`config.mk`:
```
export PLATFORM = sky130hd
export DESIGN_NAME = kempston_mouse_flat
export DESIGN_NICKNAME = d
export VERILOG_FILES = /design/src/rtl/kempston_mouse_pkg.sv /design/src/rtl/kempston_mouse_if.sv /design/src/rtl/kempston_mouse_line.sv /design/src/rtl/kempston_mouse.sv /design/src/flat_wrapper.sv
export SDC_FILE = /design/constraint.sdc
export NUM_CORES = 1
export LEC_CHECK = 0
export CAP_MARGIN = 10
export CORE_MARGIN = 2
export CORE_UTILIZATION = 53
export CTS_BUF_LIST = sky130_fd_sc_hd__clkbuf_4 sky130_fd_sc_hd__clkbuf_8
export DETAILED_ROUTE_END_ITERATION = 12
export GPL_TIMING_DRIVEN = 0
export PLACE_DENSITY = 0.72
export SYNTH_ARGS = -nofsm -noshare
export SYNTH_HDL_FRONTEND = slang
export SYNTH_HIERARCHICAL = 1
export SYNTH_SLANG_ARGS = --single-unit
```
`constraint.sdc`:
```
create_clock -name clk28 -period 4.3 [get_ports clk28]
set_clock_uncertainty 0.2 [all_clocks]
set_input_delay 1.29 -clock clk28 [delete_from_list [all_inputs] [get_ports clk28]]
set_output_delay 1.29 -clock clk28 [all_outputs]
set_load 0.03 [all_outputs]
```
`src/rtl/kempston_mouse_pkg.sv`:
```
// Shared types and constants for the Kempston mouse front-end.
package kempston_mouse_pkg;

  typedef enum logic [2:0] {DELAY, INHIBIT, TX, ACK, STREAM} mouse_state_t;

  localparam logic [7:0] PORT_LO    = 8'hDF;
  localparam logic [7:0] CMD_ENABLE = 8'hF4;
  localparam logic [7:0] RSP_ACK    = 8'hFA;
  localparam logic [7:0] RSP_BAT    = 8'hAA;

  function automatic logic odd_par(input logic [7:0] b);
    return ~^b;
  endfunction

endpackage

```
`src/rtl/kempston_mouse_if.sv`:
```
// CPU port-read bus shared by the mouse and the other port sources.
interface kempston_mouse_if;
  logic        en;
  logic        ioreq;
  logic        rd;
  logic [15:0] a;
  logic [7:0]  d_out;
  logic        d_out_active;

  modport master (output en, ioreq, rd, a, input d_out, d_out_active);
  modport slave  (input en, ioreq, rd, a, output d_out, d_out_active);
endinterface

```
`src/rtl/kempston_mouse_line.sv`:
```
// PS/2 line conditioning: synchronisers, clock glitch filter, fall detect,
// 11-bit receive shifter with frame check and inter-bit timeout.
module ps2_mouse_line #(
  parameter int TO_CYC = 56_000
) (
  input  logic       clk28,
  input  logic       rst,
  input  logic       i_ps2_clk,
  input  logic       i_ps2_dat,
  input  logic       i_rx_en,
  input  logic       i_tx_busy,
  output logic       o_fall,
  output logic       o_dat,
  output logic [7:0] o_rx_byte,
  output logic       o_rx_valid,
  output logic       o_rx_err,
  output logic       o_timeout
);
  localparam int TW = $clog2(TO_CYC + 1);

  logic [1:0]    r_csync, r_dsync;
  logic [2:0]    r_fcnt;
  logic          r_filt, r_filt_d;
  logic [3:0]    r_bcnt;
  logic [9:0]    r_shift;
  logic [TW-1:0] r_to;
  logic [10:0]   w_frame;
  logic          w_last, w_ok, w_armed;

  always_ff @(posedge clk28 or posedge rst) begin
    if (rst) begin
      r_csync  <= 2'b11;
      r_dsync  <= 2'b11;
      r_fcnt   <= '0;
      r_filt   <= 1'b1;
      r_filt_d <= 1'b1;
    end else begin
      r_csync  <= {r_csync[0], i_ps2_clk};
      r_dsync  <= {r_dsync[0], i_ps2_dat};
      r_filt_d <= r_filt;
      // level flips only after 8 consecutive samples disagree with it
      if (r_csync[1] == r_filt) r_fcnt <= '0;
      else if (r_fcnt == 3'd7) begin
        r_filt <= r_csync[1];
        r_fcnt <= '0;
      end else r_fcnt <= r_fcnt + 3'd1;
    end
  end

  assign o_fall     = r_filt_d & ~r_filt;
  assign o_dat      = r_dsync[1];
  assign w_frame    = {r_dsync[1], r_shift};
  assign w_last     = o_fall & i_rx_en & (r_bcnt == 4'd10);
  assign w_ok       = ~w_frame[0] & w_frame[10] & (^w_frame[9:1]);
  assign o_rx_byte  = w_frame[8:1];
  assign o_rx_valid = w_last & w_ok;
  assign o_rx_err   = w_last & ~w_ok;
  assign w_armed    = i_tx_busy | (r_bcnt != 4'd0);
  assign o_timeout  = w_armed & (r_to == TW'(TO_CYC - 1));

  always_ff @(posedge clk28 or posedge rst) begin
    if (rst) begin
      r_bcnt  <= '0;
      r_shift <= '0;
      r_to    <= '0;
    end else begin
      if (!i_rx_en || o_timeout || w_last) r_bcnt <= '0;
      else if (o_fall) begin
        r_shift <= {r_dsync[1], r_shift[9:1]};
        r_bcnt  <= r_bcnt + 4'd1;
      end
      if (!w_armed || o_fall || o_timeout) r_to <= '0;
      else r_to <= r_to + 1'b1;
    end
  end

endmodule

```
`src/rtl/kempston_mouse.sv`:
```
// Kempston mouse: PS/2 init (0xF4), stream packet decode, X/Y/button port reads.
module kempston_mouse
  import kempston_mouse_pkg::*;
#(
  parameter int CLK_FREQ   = 28_000_000,
  parameter int INIT_DELAY = CLK_FREQ / 2
) (
  input  logic             clk28,
  input  logic             rst,
  input  logic             ps2_clk_in,
  input  logic             ps2_dat_in,
  output logic             ps2_clk_oe,
  output logic             ps2_dat_oe,
  output logic             present,
  kempston_mouse_if.slave  bus
);
  localparam int   INH    = CLK_FREQ / 10000;
  localparam int   CMAX   = (INIT_DELAY > INH) ? INIT_DELAY : INH;
  localparam int   CW     = $clog2(CMAX + 1);
  localparam logic TX_PAR = odd_par(CMD_ENABLE);

  mouse_state_t r_state, w_nxt;
  logic [CW-1:0] r_cnt;
  logic [3:0]    r_tx_cnt;
  logic [1:0]    r_idx;
  logic [7:0]    r_b0, r_b1, r_x, r_y;
  logic [2:0]    r_btn;
  logic          r_clk_oe, r_dat_oe, r_present;
  logic          w_fall, w_dat, w_rx_valid, w_rx_err, w_timeout, w_bat;
  logic [7:0]    w_rx_byte, w_d;
  logic [1:0]    w_sel;
  logic          w_hit, w_unused_a;

  ps2_mouse_line #(.TO_CYC(CLK_FREQ / 500)) u_line (
    .clk28      (clk28),
    .rst        (rst),
    .i_ps2_clk  (ps2_clk_in),
    .i_ps2_dat  (ps2_dat_in),
    .i_rx_en    (r_state == ACK || r_state == STREAM),
    .i_tx_busy  (r_state == TX),
    .o_fall     (w_fall),
    .o_dat      (w_dat),
    .o_rx_byte  (w_rx_byte),
    .o_rx_valid (w_rx_valid),
    .o_rx_err   (w_rx_err),
    .o_timeout  (w_timeout)
  );

  // hot-plug BAT completion: 0xAA then 0x00 as the first two stream bytes
  assign w_bat = w_rx_valid & (r_idx == 2'd1) & (r_b0 == RSP_BAT) & (w_rx_byte == 8'h00);

  always_ff @(posedge clk28 or posedge rst) begin
    if (rst) r_state <= DELAY;
    else     r_state <= w_nxt;
  end

  always_comb begin
    w_nxt = r_state;
    case (r_state)
      DELAY:   if (r_cnt == CW'(INIT_DELAY - 1)) w_nxt = INHIBIT;
      INHIBIT: if (r_cnt == CW'(INH - 1)) w_nxt = TX;
      TX: begin
        if (w_timeout) w_nxt = DELAY;
        else if (w_fall && r_tx_cnt == 4'd10) w_nxt = w_dat ? DELAY : ACK;
      end
      ACK: begin
        if (w_timeout || w_rx_err) w_nxt = DELAY;
        else if (w_rx_valid) w_nxt = (w_rx_byte == RSP_ACK) ? STREAM : DELAY;
      end
      STREAM:  if (w_bat) w_nxt = DELAY;
      default: w_nxt = DELAY;
    endcase
  end

  always_ff @(posedge clk28 or posedge rst) begin
    if (rst) begin
      r_cnt     <= '0;
      r_tx_cnt  <= '0;
      r_clk_oe  <= 1'b0;
      r_dat_oe  <= 1'b0;
      r_present <= 1'b0;
    end else begin
      if (w_nxt != r_state) r_cnt <= '0;
      else if (r_state == DELAY || r_state == INHIBIT) r_cnt <= r_cnt + 1'b1;
      r_clk_oe <= (w_nxt == INHIBIT);
      if (r_state == INHIBIT) begin
        // start bit is pulled low during the last inhibit cycle
        r_dat_oe <= (r_cnt >= CW'(INH - 2));
        r_tx_cnt <= '0;
      end else if (r_state == TX && w_fall) begin
        r_tx_cnt <= r_tx_cnt + 4'd1;
        if (r_tx_cnt < 4'd8) r_dat_oe <= ~CMD_ENABLE[r_tx_cnt[2:0]];
        else                 r_dat_oe <= (r_tx_cnt == 4'd8) ? ~TX_PAR : 1'b0;
      end
      if (w_nxt != INHIBIT && w_nxt != TX) r_dat_oe <= 1'b0;
      if (r_state == ACK && w_nxt == STREAM) r_present <= 1'b1;
      else if (w_nxt == DELAY)               r_present <= 1'b0;
    end
  end

  always_ff @(posedge clk28 or posedge rst) begin
    if (rst) begin
      r_idx <= '0;
      r_b0  <= '0;
      r_b1  <= '0;
      r_x   <= '0;
      r_y   <= '0;
      r_btn <= '0;
    end else if (r_state != STREAM || w_rx_err || w_timeout) begin
      r_idx <= '0;
    end else if (w_rx_valid) begin
      case (r_idx)
        2'd0: if (w_rx_byte[3]) begin
          r_b0  <= w_rx_byte;
          r_idx <= 2'd1;
        end
        2'd1: begin
          r_b1  <= w_rx_byte;
          r_idx <= 2'd2;
        end
        default: begin
          r_btn <= r_b0[2:0];
          if (!r_b0[6]) r_x <= r_x + r_b1;
          if (!r_b0[7]) r_y <= r_y + w_rx_byte;
          r_idx <= 2'd0;
        end
      endcase
    end
  end

  assign ps2_clk_oe = r_clk_oe;
  assign ps2_dat_oe = r_dat_oe;
  assign present    = r_present;

  // a[9] is don't-care so FBDF/FFDF/FADF alias with a[9]=0
  assign w_sel      = {bus.a[10], bus.a[8]};
  assign w_hit      = bus.en & bus.ioreq & bus.rd & (bus.a[7:0] == PORT_LO) & (w_sel != 2'b10);
  assign w_unused_a = ^{bus.a[15:11], bus.a[9]};

  always_comb begin
    w_d = {5'b11111, ~r_btn[2], ~r_btn[0], ~r_btn[1]};
    case (w_sel)
      2'b01:   w_d = r_x;
      2'b11:   w_d = r_y;
      default: w_d = {5'b11111, ~r_btn[2], ~r_btn[0], ~r_btn[1]};
    endcase
  end

  assign bus.d_out        = w_hit ? w_d : 8'h00;
  assign bus.d_out_active = w_hit;

endmodule

```
`src/flat_wrapper.sv`:
```
// flat-port wrapper written by rule: the top's interface ports become plain ports
module kempston_mouse_flat import kempston_mouse_pkg::*;
#(
  parameter int CLK_FREQ   = 28_000_000,
  parameter int INIT_DELAY = CLK_FREQ / 2
)
  (clk28, rst, ps2_clk_in, ps2_dat_in, ps2_clk_oe, ps2_dat_oe, present, bus_en, bus_ioreq, bus_rd, bus_a, bus_d_out, bus_d_out_active);
  kempston_mouse_if bus_i ();
  input  logic clk28;
  input  logic rst;
  input  logic ps2_clk_in;
  input  logic ps2_dat_in;
  output logic ps2_clk_oe;
  output logic ps2_dat_oe;
  output logic present;
  input wire logic [$bits(bus_i.en)-1:0] bus_en;
  input wire logic [$bits(bus_i.ioreq)-1:0] bus_ioreq;
  input wire logic [$bits(bus_i.rd)-1:0] bus_rd;
  input wire logic [$bits(bus_i.a)-1:0] bus_a;
  output wire logic [$bits(bus_i.d_out)-1:0] bus_d_out;
  output wire logic [$bits(bus_i.d_out_active)-1:0] bus_d_out_active;
  assign bus_i.en = bus_en;
  assign bus_i.ioreq = bus_ioreq;
  assign bus_i.rd = bus_rd;
  assign bus_i.a = bus_a;
  assign bus_d_out = bus_i.d_out;
  assign bus_d_out_active = bus_i.d_out_active;
  kempston_mouse #(.CLK_FREQ(CLK_FREQ), .INIT_DELAY(INIT_DELAY)) u_core (.clk28(clk28), .rst(rst), .ps2_clk_in(ps2_clk_in), .ps2_dat_in(ps2_dat_in), .ps2_clk_oe(ps2_clk_oe), .ps2_dat_oe(ps2_dat_oe), .present(present), .bus(bus_i));
endmodule
```
# Word level (Yosys, flattened, before mapping)

Memory sizes are Yosys's and may differ from the RTL's.
Index checks and enable logic that the tools add are counted.

$lt $le $gt $ge: 3
Eq/ne operators: 26
Multiplexer cells: 33
Reductions and logical operators: 36
Bitwise gates (word level): 29
$add $sub $neg: 7

Operator list:

| kind                                                   | number |
|---|---|
| 2-to-1 mux 24 bit                                      | 2 |
| 2-to-1 mux 3 bit                                       | 10 |
| adder 24 x 1 -> 24 bit (second input constant)         | 1 |
| equality test 24 x 12 -> 1 bit (second input constant) | 1 |
| equality test 24 bit (second input constant)           | 1 |
| equality test 8 bit (second input constant)            | 3 |
| >= comparator 24 x 12 -> 1 bit (second input constant) | 1 |
| adder 16 x 1 -> 16 bit (second input constant)         | 1 |
| adder 8 bit                                            | 2 |
| equality test 16 bit (second input constant)           | 1 |
| 2-to-1 mux 16 bit                                      | 1 |
| 2-to-1 mux 4 bit                                       | 4 |
| one-hot mux 8 bit (2 select lines)                     | 1 |
| AND 1 bit                                              | 15 |
| one-hot mux 3 bit (5 select lines)                     | 1 |
| NOT 1 bit                                              | 13 |
| equality test 4 bit (second input constant)            | 3 |
| AND reduction 4 bit                                    | 3 |
| nonzero test 2 bit                                     | 5 |
| equality test 3 bit (second input constant)            | 3 |
| logical OR 1 bit                                       | 9 |
| parity 9 bit                                           | 1 |
| adder 4 x 1 -> 4 bit (second input constant)           | 2 |
| logical NOT 8 bit                                      | 1 |
| other kinds (27)                                       | 49 |

Memories: 1
Register bits: 110
Word-level logic and storage cells: 155
Output and inout bits: 12
Bits in read-only memories: 8

Memory list:

| name            | depth | bits a word | read ports | clocked after Yosys merged registers in | write ports | RTL line             | source |
|---|---|---|---|---|---|---|---|
| (no name shown) | 8     | 1           | 1          | 0                                       | 0           | kempston_mouse.sv:92 | `if (r_tx_cnt < 4'd8) r_dat_oe <= ~CMD_ENABLE[r_tx_cnt[2:0]];` |

# Depth between registers and ports, before layout

Gate-level depths: netlist (run 1).

Depth after elaboration: 13
Depth in mapped cells: 14
Depth with buffers taken out: 11

# Cells and area by module

The synthesis (run 1) kept the hierarchy.

Modules (own cells, without submodules):

| module         | seq. area each (µm²) | times used | area each (µm²) | cells each |
|---|---|---|---|---|
| kempston_mouse | 1776.7               | 1          | 4058.9          | 424 |
| ps2_mouse_line | 983.4                | 1          | 1980.6          | 168 |

# Least setup slack after synthesis (run 1)

No wires, ideal clock.

Path type: input to output
From: input bus_a[10]
To: output bus_d_out[3]
Arrival: 2.856 ns
Path slack: -0.046 ns
Required time: 2.810 ns
Buffers on the path: 2
Stages: 5
Path through: clkbuf_1 > nor2b_1 > or4_1 > clkbuf_1 > a21oi_1

Word-level cells in the longest chain between the ends: 3
Elaborated cells between the ends (all ways): 6

Ends and longest elaborated chain:

| item                                                                   | RTL line                                     | source |
|---|---|---|
| start, declared                                                        | flat_wrapper.sv:19                           | `input wire logic [$bits(bus_i.a)-1:0] bus_a;` |
| equality test 2 bit (tied with other cells)                            | kempston_mouse.sv:142                        | `case (w_sel)` |
| one-hot mux 8 bit (2 select lines) / AND 1 bit (equally long branches) | kempston_mouse.sv:142, kempston_mouse.sv:137 |  |
| 2-to-1 mux 8 bit (*)                                                   | kempston_mouse.sv:149                        | `assign bus.d_out = w_hit ? w_d : 8'h00;` |
| end, declared                                                          | flat_wrapper.sv:20                           | `output wire logic [$bits(bus_i.d_out)-1:0] bus_d_out;` |

Mark *: on every way between the ends. The rest lies on a longest branch, timed or not.

# Final worst setup path (run 1)

From: input bus_a[7]
To: output bus_d_out[5]

Word-level cells in the longest chain between the ends: 4

Ends and longest elaborated chain:

| item                    | RTL line              | source |
|---|---|---|
| equality test 8 bit     | kempston_mouse.sv:137 | `assign w_hit = bus.en & bus.ioreq & bus.rd & (bus.a[7:0] == PORT_LO) & (w_sel != 2'b10);` |
| AND 1 bit (2 in series) | kempston_mouse.sv:137 |  |
| 2-to-1 mux 8 bit        | kempston_mouse.sv:149 |  |

Every way passes these cells.

==> impl_metrics.tcl, run 1 <==
set metrics [dict create \
    status "complete, no violations" \
    required_ns 2.81 \
    clk_pin_slew_ns 0.09 \
    stdcell_count 776 \
    root_buffer "clkbuf_8" \
    synth_seq_cells 110 \
    grt_overflow 0 \
    gr-usage-met2 0.343 \
    antennaDiodeCount 0 \
    finalNetCount 681 \
    syn2layout_area_growth_pct 11.5 \
    fill_cells 913 \
    rsz0062_at_grt "true" \
    min_period_over_period 0.995 \
    grt_pass1_vias 4465 \
    cpPeakStageDelay_ns 0.59 \
    place.gp.congestion 0.878 \
    cts_hold_buf 0 \
    viasPerCell 5.64 \
    path_max_fanout 5 \
    end_kind "output port" \
    fin_util 0.613 \
    max_slew.worst_pin.slew_ns 0.882 \
    worst_ep_arrival_time_ns 2.79 \
    ys_seq_area_frac 0.457 \
    endpoint "bus_d_out[5]" \
    seq_area_um2 2760 \
    start_kind "input port" \
    synth_top_area_frac 0.431 \
    firstDrtPassIters 4 \
    ios 35 \
    finalHoldViolCount 0 \
    hpwlAfterDp_um 8840 \
    netlist_instances 592 \
    multi_input_area_um2 3080 \
    vias 4377 \
    synth_edf_count 0 \
    use_met1 0.280 \
    synth_cell_type_count 63 \
    die_h_um 111 \
    ff2ff_setup_slack_ns 0.88 \
    clkSinkCount 110 \
    h-tree-depth 3 \
    cts_buffers 9 \
    r2r_cells 11 \
    busiest_layer "met2" \
    powerDensity_nw_per_um2 268 \
    grt_pass1_wl_um 21300 \
    finalMaxSlewViolations 0 \
    path_class "in -> out" \
    netlist_area_um2 6040 \
    rr_endpoint "u_core/r_x[2]" \
    cp_slowest_cell "or4_4" \
    track_usage 0.212 \
    yosysTopAreaCell "dfrtp_1" \
    fp-row-count 38 \
    holdWs_ns 0.159 \
    fmax_ghz 0.234 \
    drive_above_1_share 0.167 \
    synthArstFlopShare 1.00 \
    cts_tree "built" \
    synth_nets 642 \
    max_cap_viol_count 0 \
    slew_headroom 0.411 \
    die-area_um2 12300 \
    fin_crit_ns 4.28 \
    synth_top_flop_cell "dfrtp_1" \
    postCtsSetupBuffers 0 \
    setup_viol_count_final 0 \
    antenna_found_initial 0 \
    io_buffers 27 \
    wl_per_cell_um 15.7 \
    coreArea_um2 11000 \
    ant_nets 0 \
    r2r-start "u_core/r_state[2]" \
    die_x_um 111 \
    ir_drop_v 0.000273 \
    avgSynthCellArea_um2 10.2 \
    drt_wl_total_um 12200 \
    synthTopCellsByArea "dfrtp_1 43%, ha_1 5.2%, xor2_1 4.9%" \
    grt_max_degree 58 \
    drc_errors 0 \
    drtIter0Drc 196 \
    grt_util_met3 0.0585 \
    clk_path_buf_depth 2 \
    cp_cell_sequence "clkdlybuf4s50_1 -> nand3_2 -> or4_4 -> a21oi_1 -> buf_4" \
    ys_warn_count 6 \
    start_util 0.550 \
    dp_cells 760 \
    crit_start "bus_a[7]" \
    p_leak_nw 3.10 \
    clock_latency_ns 0.37 \
    worstHoldPathType "reg -> reg" \
]
cells by family (layout without fill, tap and decap cells):
kind of cell	after synthesis	after routing	synth area share
and+or+nand+nor	240	241	0.214
DFF	110	110	0.457
AOI/OAI and AO/OA	78	78	0.0783
xor gates and xnor gates	52	52	0.0777
buffers and inverters	47	90	0.0385
muxes	38	38	0.0756
adders and majority gates	27	27	0.0584
per-layer routing:
| layer | part of all wire | routed length (um) |
|---|---|---|
| met3 | 0.037 | 458 |
| met2 | 0.49 | 5940 |
| met5 | 0 | 0 |
| met1 | 0.46 | 5640 |
| met4 | 0.014 | 173 |
cell usage after synthesis (all sizes together), types with 5 or more instances:
master and instances:
a21oi 25, and2 5, and3 9, buf 14, clkbuf 9, dfrtp 104
dfstp 6, ha 25, inv 24, mux2 31, mux2i 7, nand2 49
nand3 22, nand4 16, nor2 71, nor3 15, nor3b 5, o21a 7
o21ai 26, or3 8, or4 7, xnor2 17, xor2 34
sequential cells by signal (all words and copies together) (netlist names), 8 cells and up:
signal	cells
u_core/r_cnt	24
u_core/u_line/r_to	16
u_core/u_line/r_shift	10
u_core/r_b0	8
u_core/r_b1	8
u_core/r_x	8
u_core/r_y	8
cell usage in the layout, fill, tap and decap left out, drive strengths merged, types with 3 or more instances in the layout:
cell type | synthesis | final
and4 | 4 | 4
and2 | 5 | 5
nor2b | 4 | 4
nor4b | 3 | 3
nand4 | 16 | 16
nor3b | 5 | 5
o31ai | 4 | 4
nor3 | 15 | 15
nor4 | 4 | 4
o211ai | 4 | 4
nor2 | 71 | 71
xnor2 | 17 | 17
and3 | 9 | 9
nand4b | 3 | 3
o21ai | 26 | 26
or2 | 4 | 4
clkbuf | 9 | 21
dfrtp | 104 | 104
mux2 | 31 | 31
o21a | 7 | 7
or4 | 7 | 8
nand2b | 4 | 4
nand3 | 22 | 22
xor2 | 34 | 34
a21oi | 25 | 25
mux2i | 7 | 7
dfstp | 6 | 6
nand2 | 49 | 49
buf | 14 | 23
ha | 25 | 25
inv | 24 | 24
clkdlybuf4s50 | 0 | 18
or3 | 8 | 8
power breakdown:
| part | internal, W | switching, W | total, W |
|---|---|---|---|
| registers | 0.00106 | 0.0000122 | 0.00107 |
| logic | 0.0000392 | 0.0000592 | 0.0000984 |
| clock network | 0.000297 | 0.000337 | 0.000634 |
layout make-up:
class | instances | area share
multi-input cells | 436 | 0.458
flip-flops and latches | 110 | 0.410
repair buffers | 28 | 0.0422
well taps | 140 | 0.0260
clock buffers | 12 | 0.0227
plain buffers | 22 | 0.0206
inverters | 24 | 0.0138
clock inverters | 4 | 0.00706
worst min-delay path by stage:
stage / depth (start not counted) / end / startpoint
2_1_floorplan: 0 / u_core/u_line/r_csync[1] / u_core/u_line/r_csync[0]
3_3_place_gp: 0 / u_core/u_line/r_dsync[1] / u_core/u_line/r_dsync[0]
3_5_place_dp: 0 / u_core/u_line/r_dsync[1] / u_core/u_line/r_dsync[0]
4_1_cts: 0 / u_core/u_line/r_dsync[1] / u_core/u_line/r_dsync[0]
5_1_grt: 0 / u_core/u_line/r_dsync[1] / u_core/u_line/r_dsync[0]
6_report: 0 / u_core/u_line/r_dsync[1] / u_core/u_line/r_dsync[0]
per-stage QoR:
step           area, um2  total power [W]  setup slack [ns]  setup TNS [ns]
2_1_floorplan       6040          0.00115           -0.0462          -0.231
6_report            6730          0.00181            0.0201               0
3_3_place_gp        6480          0.00118            -0.623          -28.99
4_1_cts             6680          0.00183          0.000246               0
5_1_grt             6730          0.00189           -0.0430          -0.104
3_5_place_dp        6520          0.00119            -0.656           -5.43
worst max-delay path, delay by kind of cell:
kind / cells / cell delay [ns]
buf+inv: 2 / 0.67
compound gates: 1 / 0.14
simple gates: 2 / 0.69
timing repair:
action,4_1_cts,5_1_grt
endpoints found under the setup margin,9,8
gates resized for setup,51,15
cloned,0,1
pin swaps,0,1
Note: power is estimated with default switching activity, not from simulation.
==> inputs of run 2 (changes only) <==
--- a/config.mk
+++ b/config.mk
@@ -12,6 +12,7 @@
 export DETAILED_ROUTE_END_ITERATION = 12
 export GPL_TIMING_DRIVEN = 0
 export PLACE_DENSITY = 0.72
+export RECOVER_POWER = 100
 export SYNTH_ARGS = -nofsm -noshare
 export SYNTH_HDL_FRONTEND = slang
 export SYNTH_HIERARCHICAL = 1
==> constraint.sdc (replaced) <==
create_clock -name clk28 -period 4.4 [get_ports clk28]
set_clock_uncertainty 0.2 [all_clocks]
set_input_delay 1.32 -clock clk28 [delete_from_list [all_inputs] [get_ports clk28]]
set_output_delay 1.32 -clock clk28 [all_outputs]
set_load 0.03 [all_outputs]
==> impl_metrics.tcl, run 2 (synthesized netlist as in run 1, its figures left out) <==
set metrics [dict create \
    status "complete, no violations" \
    clkSinkCount 110 \
    start_util 0.550 \
    reg.largest.list "u_core/r_cnt: 24 flops, u_core/u_line/r_to: 16 flops, u_core/u_line/r_shift: 10 flops" \
    stdcell_count 775 \
    drt_wl_total_um 12100 \
    finalHoldViolCount 0 \
    die_x_um 111 \
    coreArea_um2 11000 \
    max_cap_viol_count 0 \
    cts_hold_buf 0 \
    max_slew.worst_pin.slew_ns 1.46 \
    clock_latency_ns 0.38 \
    fp-row-count 38 \
    largest_reg_flops 24 \
    syn2layout_area_growth_pct 9.03 \
    grt_pass1_wl_um 21300 \
    path_class "in -> out" \
    ios 35 \
    fin_crit_ns 4.36 \
    wl_per_cell_um 15.7 \
    die-area_um2 12300 \
    dp_cells 760 \
    firstDrtPassIters 5 \
    antenna_found_initial 0 \
    grt_max_degree 58 \
    antennaDiodeCount 0 \
    drc_errors 0 \
    p_leak_nw 3.07 \
    drtIter0Drc 216 \
    layout_common_cells "104 x dfrtp_1, 70 x nor2_1, 49 x nand2_1" \
    setup_viol_count_final 0 \
    ir_drop_v 0.000266 \
    ant_nets 0 \
    worst_ep_arrival_time_ns 2.84 \
    place.gp.congestion 0.878 \
    powerDensity_nw_per_um2 267 \
    cts_tree "built" \
    track_usage 0.212 \
    fin_util 0.600 \
    end_kind "output port" \
    vias 4367 \
    fill_cells 938 \
    required_ns 2.88 \
    h-tree-depth 3 \
    root_buffer "clkbuf_8" \
    die_h_um 111 \
    clk_pin_slew_ns 0.09 \
    grt_overflow 0 \
    power_w 0.00176 \
    path_max_fanout 9 \
    finalNetCount 680 \
    regMostFlops "u_core/r_cnt" \
    rsz0062_at_grt "true" \
    grt_pass1_vias 4459 \
    viasPerCell 5.63 \
    hpwlAfterDp_um 8840 \
    layout_commonest_cell "dfrtp_1" \
    drive_above_1_share 0.129 \
    slew_headroom 0.0260 \
    cts_buffers 9 \
    fmax_ghz 0.229 \
    min_period_over_period 0.992 \
    clk_path_buf_depth 2 \
    io_buffers 27 \
    worstHoldPathType "reg -> reg" \
    start_kind "input port" \
    finalMaxSlewViolations 0 \
]
-- run 2: where the power goes --
group / switching (W) / internal, W
sequential: 0.0000120 / 0.00104
combinational: 0.0000560 / 0.0000345
clock: 0.000331 / 0.000290
-- run 2: critical path: stages --
cell             delay, ns
clkdlybuf4s50_1       0.47
nand3_1               0.09
or4_4                 0.60
a21oi_1               0.17
buf_4                 0.19
-- run 2: metrics by stage --
stage          hold slack, ns  TNS [ns]  instance area, um2  setup WS [ns]
2_1_floorplan           0.145   -0.0310                6040       -0.00621
3_3_place_gp            0.146    -23.66                6480         -0.583
3_5_place_dp            0.147     -5.07                6520         -0.616
4_1_cts                 0.160         0                6680        0.00127
5_1_grt                 0.164   -0.0479                6590        -0.0210
6_report                0.159         0                6590         0.0353
-- run 2: layer usage --
| metal | track usage | vias to the layer above | part of all wire |
|---|---|---|---|
| met5 | 0 | - | 0 |
| met4 | 0.0650 | 0 | 0.017 |
| met3 | 0.0580 | 15 | 0.039 |
| met2 | 0.343 | 87 | 0.48 |
| met1 | 0.280 | 2135 | 0.46 |
| li1 | - | 2130 | - |
-- run 2: path summary, 6_finish.rpt --
kind	from	cells after the start	endpoint	slack (ns)
setup / recovery	bus_a[7]	5	bus_d_out[3]	0.04
hold / removal	u_core/u_line/r_dsync[0]	0	u_core/u_line/r_dsync[1]	0.16
setup reg to reg	u_core/r_state[2]	10	u_core/r_cnt[15]	0.80
hold reg to reg	u_core/u_line/r_dsync[0]	0	u_core/u_line/r_dsync[1]	0.16
max in group asynchronous	rst	3	u_core/r_x[7]	0.91
min in group asynchronous	rst	2	u_core/r_tx_cnt[1]	1.29
-- run 2: layout make-up --
type / count / area, um2 / area share
clock buffers: 12 / 153 / 0.0232
clock inverters: 4 / 47.5 / 0.00722
flip-flops and latches: 110 / 2760 / 0.419
repair buffers: 28 / 240 / 0.0365
inverters: 24 / 91.3 / 0.0139
plain buffers: 22 / 123 / 0.0186
well taps: 140 / 175 / 0.0266
multi-input cells: 435 / 3000 / 0.455
-- run 2: timing repair --
action,in CTS,in global routing
pin swaps,0,1
resized for setup,44,10
endpoints found under the setup margin,9,7
gates cloned,0,0
setup buffers,0,0
